--- config.mk ---
export PLATFORM = sky130hd
export DESIGN_NAME = msdap_out_serializer
export DESIGN_NICKNAME = d
export VERILOG_FILES = /design/src/rtl/msdap_out_serializer.sv
export SDC_FILE = /design/constraint.sdc
export NUM_CORES = 1
export LEC_CHECK = 0
export CAP_MARGIN = 20
export CORE_MARGIN = 8
export CORE_UTILIZATION = 30
export DETAILED_ROUTE_END_ITERATION = 10
export GPL_TIMING_DRIVEN = 0
export SYNTH_ARGS = -nofsm -noshare
export SYNTH_HDL_FRONTEND = slang
export SYNTH_SLANG_ARGS = --single-unit
--- constraint.sdc ---
create_clock -name Sclk -period 6.46 [get_ports Sclk]
set_input_delay 1.292 -clock Sclk [delete_from_list [all_inputs] [get_ports Sclk]]
set_output_delay 1.292 -clock Sclk [all_outputs]
set_load 0.05 [all_outputs]
--- src/rtl/msdap_out_serializer.sv ---
// MSDAP output stage: paired L/R result FIFO feeding a lock-stepped MSB-first serializer.
// State advances on the falling edge of Sclk; a word starts shifting on the Frame edge after it is armed.
module msdap_out_serializer #(
  parameter int unsigned DATA_W     = 40,
  parameter int unsigned FIFO_DEPTH = 4
) (
  input  logic                          Sclk,
  input  logic                          Reset_n,
  input  logic                          Frame,
  input  logic                          y_valid,
  input  logic [DATA_W-1:0]             yL,
  input  logic [DATA_W-1:0]             yR,
  output logic                          y_ready,
  output logic                          OutputL,
  output logic                          OutputR,
  output logic                          OutReady,
  output logic [$clog2(FIFO_DEPTH):0]   fifo_level,
  output logic                          overflow,
  output logic                          underrun
);

  localparam int unsigned PTR_W = $clog2(FIFO_DEPTH);
  localparam int unsigned LVL_W = PTR_W + 1;
  localparam int unsigned CNT_W = $clog2(DATA_W);

  typedef enum logic [1:0] {
    IDLE  = 2'd0,
    ARMED = 2'd1,
    SHIFT = 2'd2
  } state_t;

  logic [DATA_W-1:0] mem_l [FIFO_DEPTH];
  logic [DATA_W-1:0] mem_r [FIFO_DEPTH];
  logic [PTR_W-1:0]  wr_ptr;
  logic [PTR_W-1:0]  rd_ptr;
  state_t            state;
  logic [DATA_W-1:0] sh_l;
  logic [DATA_W-1:0] sh_r;
  logic [CNT_W-1:0]  bit_cnt;

  logic              full_c;
  logic              push_c;
  logic              pop_c;
  logic [LVL_W-1:0]  level_nxt_c;

  // Full is judged on the registered level, so a pop never frees room for a same-cycle push.
  always_comb begin
    full_c      = (fifo_level == LVL_W'(FIFO_DEPTH));
    push_c      = y_valid && !full_c;
    pop_c       = (fifo_level != '0) &&
                  ((state == IDLE) || ((state == SHIFT) && (bit_cnt == '0)));
    level_nxt_c = fifo_level;
    if (push_c && !pop_c) begin
      level_nxt_c = fifo_level + LVL_W'(1);
    end else if (!push_c && pop_c) begin
      level_nxt_c = fifo_level - LVL_W'(1);
    end
  end

  // Pair storage; contents are don't-care until written.
  always_ff @(negedge Sclk) begin
    if (push_c) begin
      mem_l[wr_ptr] <= yL;
      mem_r[wr_ptr] <= yR;
    end
  end

  always_ff @(negedge Sclk) begin
    if (!Reset_n) begin
      wr_ptr     <= '0;
      rd_ptr     <= '0;
      fifo_level <= '0;
      y_ready    <= 1'b1;
      overflow   <= 1'b0;
      underrun   <= 1'b0;
      state      <= IDLE;
      sh_l       <= '0;
      sh_r       <= '0;
      bit_cnt    <= '0;
      OutputL    <= 1'b0;
      OutputR    <= 1'b0;
      OutReady   <= 1'b0;
    end else begin
      if (push_c) begin
        wr_ptr <= wr_ptr + PTR_W'(1);
      end
      if (pop_c) begin
        rd_ptr <= rd_ptr + PTR_W'(1);
        sh_l   <= mem_l[rd_ptr];
        sh_r   <= mem_r[rd_ptr];
      end
      fifo_level <= level_nxt_c;
      y_ready    <= (level_nxt_c != LVL_W'(FIFO_DEPTH));
      if (y_valid && full_c) begin
        overflow <= 1'b1;
      end

      OutputL  <= 1'b0;
      OutputR  <= 1'b0;
      OutReady <= 1'b0;
      case (state)
        IDLE: begin
          if (Frame) begin
            underrun <= 1'b1;
          end
          if (pop_c) begin
            state <= ARMED;
          end
        end
        ARMED: begin
          if (Frame) begin
            OutputL  <= sh_l[DATA_W-1];
            OutputR  <= sh_r[DATA_W-1];
            OutReady <= 1'b1;
            bit_cnt  <= CNT_W'(DATA_W - 2);
            state    <= SHIFT;
          end
        end
        SHIFT: begin
          // Frame is ignored here; the word always runs to bit 0.
          OutputL  <= sh_l[bit_cnt];
          OutputR  <= sh_r[bit_cnt];
          OutReady <= 1'b1;
          bit_cnt  <= bit_cnt - CNT_W'(1);
          if (bit_cnt == '0) begin
            state <= pop_c ? ARMED : IDLE;
          end
        end
        default: begin
          state <= IDLE;
        end
      endcase
    end
  end

endmodule

==> summary.md, run 1 <==
| Metric | Value |
|---|---|
| Syn Area/Cell | roughly 16 um2 |
| Wire per inst | between 15 and 20 um |
| FF-to-FF setup slack | roughly 3500 ps |
| Yosys warnings | 0 |
| Syn Std Cell Area | around 16000 um2 |
| EDFF count, synth | 320 |
| Netlist cell types | 49 |
| Non-Filler Instances | 2279 |
| Syn Nets | 1079 |
| Largest net degree at the start of global routing | 48 |
| GRT Total Usage | roughly an eighth |
| Worst path arrival time | about 5100 ps |
| Initial core utilization | a little under a third |
| VDD IR max | between 0.2 and 0.25 mV |
| Maxcap violations | 0 |
| Async set-reset flop share out of synthesis | 0% |
| Final wirelength | approximately 38 mm |
| Placed cell areas | between 15000 and 20000 um2 |
| CP top delay family | buffers and inverters |
| DP Cell Count | roughly 1.8k |
| CTS tree | yes |
| Max Clock Skew | between 30 and 40 ps |
| FF-to-FF End | sh_r[22]$_SDFFE_NN0N_ |
| Row cnt | 85 |
| CTS max path bufs | 3 |
| Clock transition at the registers of the reported paths | about 30 ps |
| Setup Viol. Count Final | 0 |
| Slowest cell on crit path | clkdlybuf4s50_1 |
| Finished Core Util | slightly below 40% |
| Crit. Startpoint | fifo_level[0]$_SDFF_NN0_ |
| CTS Root Cell | clkbuf_16 |
| Initial DRC count | just under 700 |
| Synth-to-Final Area Change | 31.09% |
| Die H | around 250 um |
| Routability cong. | 0.7774 |
| Core ar. | approximately 53000 um2 |
| Slew Limit Fails | 0 |
| P_leak | approximately 8.6 nW |
| Synthesized flop and latch total | between 400 and 500 |
| Number of global-route vias before repair | about 12k |
| Reg2Reg Launch Point | bit_cnt[1]$_SDFFE_NN0P_ |
| Antenna viol nets, final | 0 |
| Power per cell area | about 460 nW/um2 |
| Drt via density | approximately 4.6 |
| Fin Setup TNS | 0 ps |
| Worst Tran Pin Value | 763.0 ps |
| DRC Markers | 0 |
| Critical Path End Type | output port |
| Worst path max stage delay | approximately 850 ps |
| Width of the die | 248.0 um |
| Main synth FF type | edfxtp_1 |
| HPWL after detailed placement | between 20 and 25 mm |
| Share of cells above drive strength 1 | between 10% and 20% |
| Required @ worst endpoint | 5170 ps |
| Crit Path Category | flop to output port |
| Total grt overflow | 0 |
| Relative slew margins | roughly half |
| DIE AREA | 61490 um2 |
| Sink Count | ~420 |
| Final Hold Viols | 0 |
| Clock Latency Late Sink | slightly above 600 ps |
| Initial antenna violation count | 2 |
| Post-synthesis sequential area ratio | about 70% |
| Setup crit end | fifo_level[0] |
| # hold bufs at CTS | 0 |
| CP startpoint kind | flop |
| Via count | 10.41k |
| CTS buffer count | 46 |
| RSZ-0062 raised after global routing | no |
| Syn Inst Count | between 900 and 1k |
| Final nets | approximately 1.6k |
| WP depth | 1 |
| Drt pass-1 iters | 5 |
| Status | finished clean |
| First-pass GRT wire length | between 50 and 60 mm |
| CP bufs+invs | 1 |
| I/O Pins | 93 |
| Port bufs | slightly above 90 |
| H-tree levels | 2 |
| Type of the worst min-delay path | flop to flop |
| Worst-path cell chain | clkdlybuf4s50_1 |
| Crit-path max FO | 4 |
| Finished Cell Area | about 21000 um2 |
| R2r worst-path depth | 9 |
sequential cells by signal, indices dropped and copies added, names as in the netlist:
| signal | flops |
|---|---|
| fifo_level | 3 |
| mem_l | 160 |
| bit_cnt | 6 |
| OutReady | 1 |
| overflow | 1 |
| state | 2 |
| rd_ptr | 2 |
| wr_ptr | 2 |
| y_ready | 1 |
| mem_r | 160 |
| OutputL | 1 |
| OutputR | 1 |
| sh_r | 40 |
| underrun | 1 |
| sh_l | 40 |
synth_stat cells, types with 2 or more instances:
cell | instances | share of area [%]
a211oi_1 | 8 | 0.37
a21oi_1 | 95 | 2.9
a221oi_1 | 3 | 0.16
a311oi_1 | 3 | 0.16
and2_1 | 2 | 0.077
and3_1 | 5 | 0.19
and4_1 | 2 | 0.11
buf_2 | 28 | 0.87
buf_4 | 6 | 0.28
clkbuf_1 | 23 | 0.53
dfxtp_1 | 101 | 13
edfxtp_1 | 320 | 60
ha_1 | 13 | 1.0
inv_1 | 13 | 0.30
mux2i_1 | 14 | 0.87
mux4_2 | 94 | 13
nand2_1 | 182 | 4.2
nand2b_1 | 2 | 0.077
nand3_1 | 8 | 0.25
nand4_1 | 2 | 0.077
nor2_1 | 15 | 0.35
nor2b_1 | 3 | 0.12
nor3_1 | 2 | 0.062
o21ai_0 | 7 | 0.22
o221ai_1 | 2 | 0.11
o22ai_1 | 3 | 0.12
o41ai_1 | 2 | 0.11
xor2_1 | 3 | 0.16
power breakdown:
part           switching, mW  total, mW  internal, mW
combinational           1.45       2.45         0.998
clock                   1.70       3.62          1.93
sequential             0.205       3.60          3.40
total                   3.35       9.67          6.32
cells in the final DEF (no fill, tap or decap), types with 3 or more instances in the layout:
cell type / netlist / final
buf_16: 0 / 4
dfxtp_1: 101 / 101
ha_1: 13 / 13
mux2i_1: 14 / 14
edfxtp_1: 320 / 320
clkbuf_16: 0 / 46
nor2b_1: 3 / 3
o21ai_0: 7 / 7
clkinvlp_2: 0 / 14
buf_2: 28 / 28
clkbuf_1: 23 / 23
and3_4: 0 / 4
clkdlybuf4s50_1: 0 / 89
o22ai_1: 3 / 3
xor2_1: 3 / 3
nand2_1: 182 / 182
diode_2: 0 / 3
nand3_1: 8 / 8
a221oi_1: 3 / 3
mux4_2: 94 / 94
a311oi_1: 3 / 3
a21oi_1: 95 / 95
inv_4: 0 / 3
nor2_1: 15 / 15
a211oi_1: 8 / 8
inv_1: 13 / 443
bufinv_16: 0 / 7
buf_4: 6 / 6
timing repair:
action,4_1_cts,5_1_grt
cloned,0,0
buffers inserted,0,0
endpoints found under the setup margin,1,1
resized for setup,1,1
layer usage:
layer	up-vias	share of wire, %	GRT usage (%)	routed length (um)
met5	-	0	0.08157	0
met4	0	1.8	6.740	671
met3	54	5.9	5.261	2246
met2	265	50	19.80	19330
met1	5182	42	14.40	16060
li1	4907	-	-	-
area by class of cell:
type,count,area (um2)
Fill cell,5107,32330
Sequential cell,421,11630
Multi-Input combinational cell,490,4208
Clock inverter,458,1951
Clock buffer,46,1151
Timing Repair Buffer,95,1022
Tap cell,696,870.8
Buffer,57,271.5
Inverter,13,48.80
Antenna cell,3,7.507
metrics by stage:
step                worst slack (ps)  hold slack, ps  total power, mW
global route                   34.66           465.6            10.42
global placement               -1007           437.9            6.430
finish                         122.4           446.2            9.673
floorplan                      476.7           427.3            5.701
CTS                            6.736           446.9            9.857
detailed placement            -89.49           443.3            6.491
how the worst min path moves through the flow:
stage / from / endpoint / cells after the start
4_1_cts: sh_r[30]$_SDFFE_NN0N_ / sh_r[30]$_SDFFE_NN0N_ / 2
5_1_grt: sh_l[17]$_SDFFE_NN0N_ / sh_l[17]$_SDFFE_NN0N_ / 2
3_5_place_dp: sh_r[34]$_SDFFE_NN0N_ / sh_r[34]$_SDFFE_NN0N_ / 2
3_3_place_gp: sh_r[34]$_SDFFE_NN0N_ / sh_r[34]$_SDFFE_NN0N_ / 2
6_report: sh_r[34]$_SDFFE_NN0N_ / sh_r[34]$_SDFFE_NN0N_ / 2
2_1_floorplan: sh_l[9]$_SDFFE_NN0N_ / sh_l[9]$_SDFFE_NN0N_ / 2
worst register-to-register path, stage by stage (launching register included):
cell and delay [ps]:
dfxtp_1 300, clkbuf_1 380, clkinv_1 410, ha_1 340
and4_1 150, buf_4 150, nor2_2 520, buf_2 340
nand2_1 90, a21oi_1 140
kinds of logic (layout without fill, tap and decap cells):
| logic type | after synthesis | count (layout) | share of synthesized area [%] |
|---|---|---|---|
| buffers and inverters | 71 | 669 | 2.007 |
| adder cells (fa/ha/maj) | 13 | 13 | 1.008 |
| flip-flops | 421 | 421 | 72.05 |
| AND/OR/NAND/NOR | 233 | 233 | 6.077 |
| multiplexers | 109 | 109 | 14.05 |
| XOR/XNOR | 4 | 4 | 0.2171 |
| AO/OA/AOI/OAI | 131 | 131 | 4.589 |
| other | 0 | 3 | 0 |
No activity file was read; power rests on OpenSTA's default activity.
==> run 2, diff against run 1 <==
- MAX_ROUTING_LAYER: default -> met4
==> run 2 against run 1 <==
  * Final cell count is essentially flat
  * Sequential power is essentially flat
  * Global-route usage grew 0.38 points
  * Combinational power is essentially flat
  * Count of clock-buffer cells in the layout is the same
  * Non-clock buffer count is the same
  * Die area is the same
  * First-iteration DRC count grew 4.1%
  * Register-to-register slack lost 40 ps
  * Via count shrank 0.16%
  * Clock power is essentially flat
==> summary.md, run 2 (synthesized netlist as in run 1, its figures left out) <==
| Metric | Value |
|---|---|
| Status | finished clean (unchanged) |
| CTS tree | yes (unchanged) |
| Slowest cell on crit path | clkdlybuf4s50_1 (unchanged) |
| FF-to-FF setup slack | 3500 ps (was 3540 ps) |
| Via count | 10.39k (was 10.41k) |
| Die H | 248.0 um (unchanged) |
| CP startpoint kind | flop (unchanged) |
| Type of the worst min-delay path | flop to flop (unchanged) |
| Clock transition at the registers of the reported paths | 30 ps (about the same) |
| GRT Total Usage | 12.92% (was 12.54%) |
| Final nets | 1642 (unchanged) |
| Maxcap violations | 0 (unchanged) |
| Worst path arrival time | 5040 ps (was 5050 ps) |
| Finished Cell Area | 21160 um2 (about the same) |
| Slew Limit Fails | 0 (unchanged) |
| Crit-path max FO | 4 (unchanged) |
| Critical Path End Type | output port (unchanged) |
| Hold path depth | 2 (unchanged) |
| Crit. Startpoint | fifo_level[0]$_SDFF_NN0_ (unchanged) |
| Finished Core Util | 39.55% (was 39.56%) |
| Wire per inst | 16.84 um (was 16.81 um) |
| CTS max path bufs | 3 (unchanged) |
| P_leak | 8.571 nW (about the same) |
| Port bufs | 91 (unchanged) |
| Reg2Reg Launch Point | bit_cnt[1]$_SDFFE_NN0P_ (unchanged) |
| Sink Count | 421 (unchanged) |
| DP Cell Count | 1773 (unchanged) |
| R2r worst-path depth | 9 (unchanged) |
| I/O Pins | 93 (unchanged) |
| Required @ worst endpoint | 5170 ps (about the same) |
| Commonest cells after routing, fill and taps aside | 443 x inv_1, 320 x edfxtp_1, 182 x nand2_1 (unchanged) |
| Clock Latency Late Sink | 610 ps (about the same) |
| Setup Buffers After CTS | 0 (unchanged) |
| Crit Path Category | flop to output port (unchanged) |
| CP bufs+invs | 1 (unchanged) |
| Setup Viol. Count Final | 0 (unchanged) |
| Final Hold Viols | 0 (unchanged) |
| Relative slew margins | 49.01% (was 49.14%) |
| Initial DRC count | 703 (was 675) |
| Row cnt | 85 (unchanged) |
| Worst Tran Pin Value | 764.8 ps (was 763.0 ps) |
| # hold bufs at CTS | 0 (unchanged) |
| Synth-to-Final Area Change | 31.07% (was 31.09%) |
| VDD IR max | 0.2246 mV (was 0.2254 mV) |
| Drt via density | 4.561 (was 4.567) |
| DRC Markers | 0 (unchanged) |
| CTS Root Cell | clkbuf_16 (unchanged) |
| Initial antenna violation count | 2 (unchanged) |
| Drt pass-1 iters | 7 (was 5) |
| Number of global-route vias before repair | 11.67k (was 11.68k) |
| Hold Crit Endpoint | sh_r[34]$_SDFFE_NN0N_ (unchanged) |
| CTS buffer count | 46 (unchanged) |
| Hold_sp | sh_r[34]$_SDFFE_NN0N_ (unchanged) |
| DIE AREA | 61490 um2 (unchanged) |
| CP top delay family | buffers and inverters (unchanged) |
| Initial core utilization | 30.18% (unchanged) |
| RSZ-0062 raised after global routing | no (unchanged) |
| Most common cell after layout, fill and taps aside | inv_1 (unchanged) |
| FF-to-FF End | sh_r[22]$_SDFFE_NN0N_ (unchanged) |
| Antenna viol nets, final | 0 (unchanged) |
| Fin Hold WS | 446.2 ps (unchanged) |
| H-tree levels | 2 (unchanged) |
| First-pass GRT wire length | 59.45 mm (was 59.50 mm) |
| Placed cell areas | 18050 um2 (unchanged) |
| Routability cong. | 0.7851 (was 0.7774) |
| Power per cell area | 457.0 nW/um2 (was 457.1 nW/um2) |
| Share of cells above drive strength 1 | 13.61% (unchanged) |
| Core ar. | 53500 um2 (unchanged) |
| Total grt overflow | 0 (unchanged) |
| Total power draw | 9.670 mW (was 9.673 mW) |
| Final wirelength | 38.36 mm (was 38.30 mm) |
| Non-Filler Instances | 2278 (was 2279) |
| Width of the die | 248.0 um (unchanged) |
| Worst-path cell chain | clkdlybuf4s50_1 (unchanged) |
| Largest net degree at the start of global routing | 48 (unchanged) |
| Worst path max stage delay | 850 ps (about the same) |
| HPWL after detailed placement | 23.94 mm (unchanged) |
| Max Clock Skew | 29.36 ps (was 33.48 ps) |
| Biggest regs | mem_l: 160 flops, mem_r: 160 flops (unchanged) |
[run 2: cell types whose count changed in the layout (fill, tap and decap cells not counted)]
cell,change
diode_2,-1
[run 2: stage by stage]
step,setup WS [ps],setup TNS [ps]
after global routing,35.21,0
after global placement,-1007,-315450
after CTS,6.736,0
after detailed placement,-89.49,-14750
final,123.2,0
after floorplan,476.7,0
[run 2: worst max path at each step]
stage / to / depth (start not counted)
floorplan: mem_l[0][0]$_DFFE_NP_ / 1
global placement: mem_l[0][26]$_DFFE_NP_ / 2
detailed placement: mem_l[1][26]$_DFFE_NP_ / 3
CTS: fifo_level[1] / 1
global route: fifo_level[0] / 1
finish: fifo_level[0] / 1
[run 2: power breakdown]
group	switching (mW)	total, mW	internal [mW]
logic	1.45	2.45	0.998
clock network	1.69	3.62	1.93
registers	0.205	3.60	3.40
[run 2: cell type report]
cell class	instances	area [um2]
Clock buffer	46	1151
Inverter	13	48.80
Fill cell	5108	32340
Multi-Input combinational cell	490	4208
Tap cell	696	870.8
Clock inverter	458	1951
Sequential cell	421	11630
Timing Repair Buffer	95	1022
Antenna cell	2	5.005
Buffer	57	271.5
[run 2: layer usage]
metal  vias to the layer above  GRT usage, %  wire length [um]
met5                         -             -                 0
met4                         0         6.444               655
met3                        57         5.143              2036
met2                       264         19.93             19460
met1                      5164         14.52             16210
li1                       4906             -                 -
[run 2: timing repair]
action	CTS	global route
cloned	0	0
hold endpoints to repair	0	0
gates resized for setup	1	1
endpoints found under the setup margin	1	1
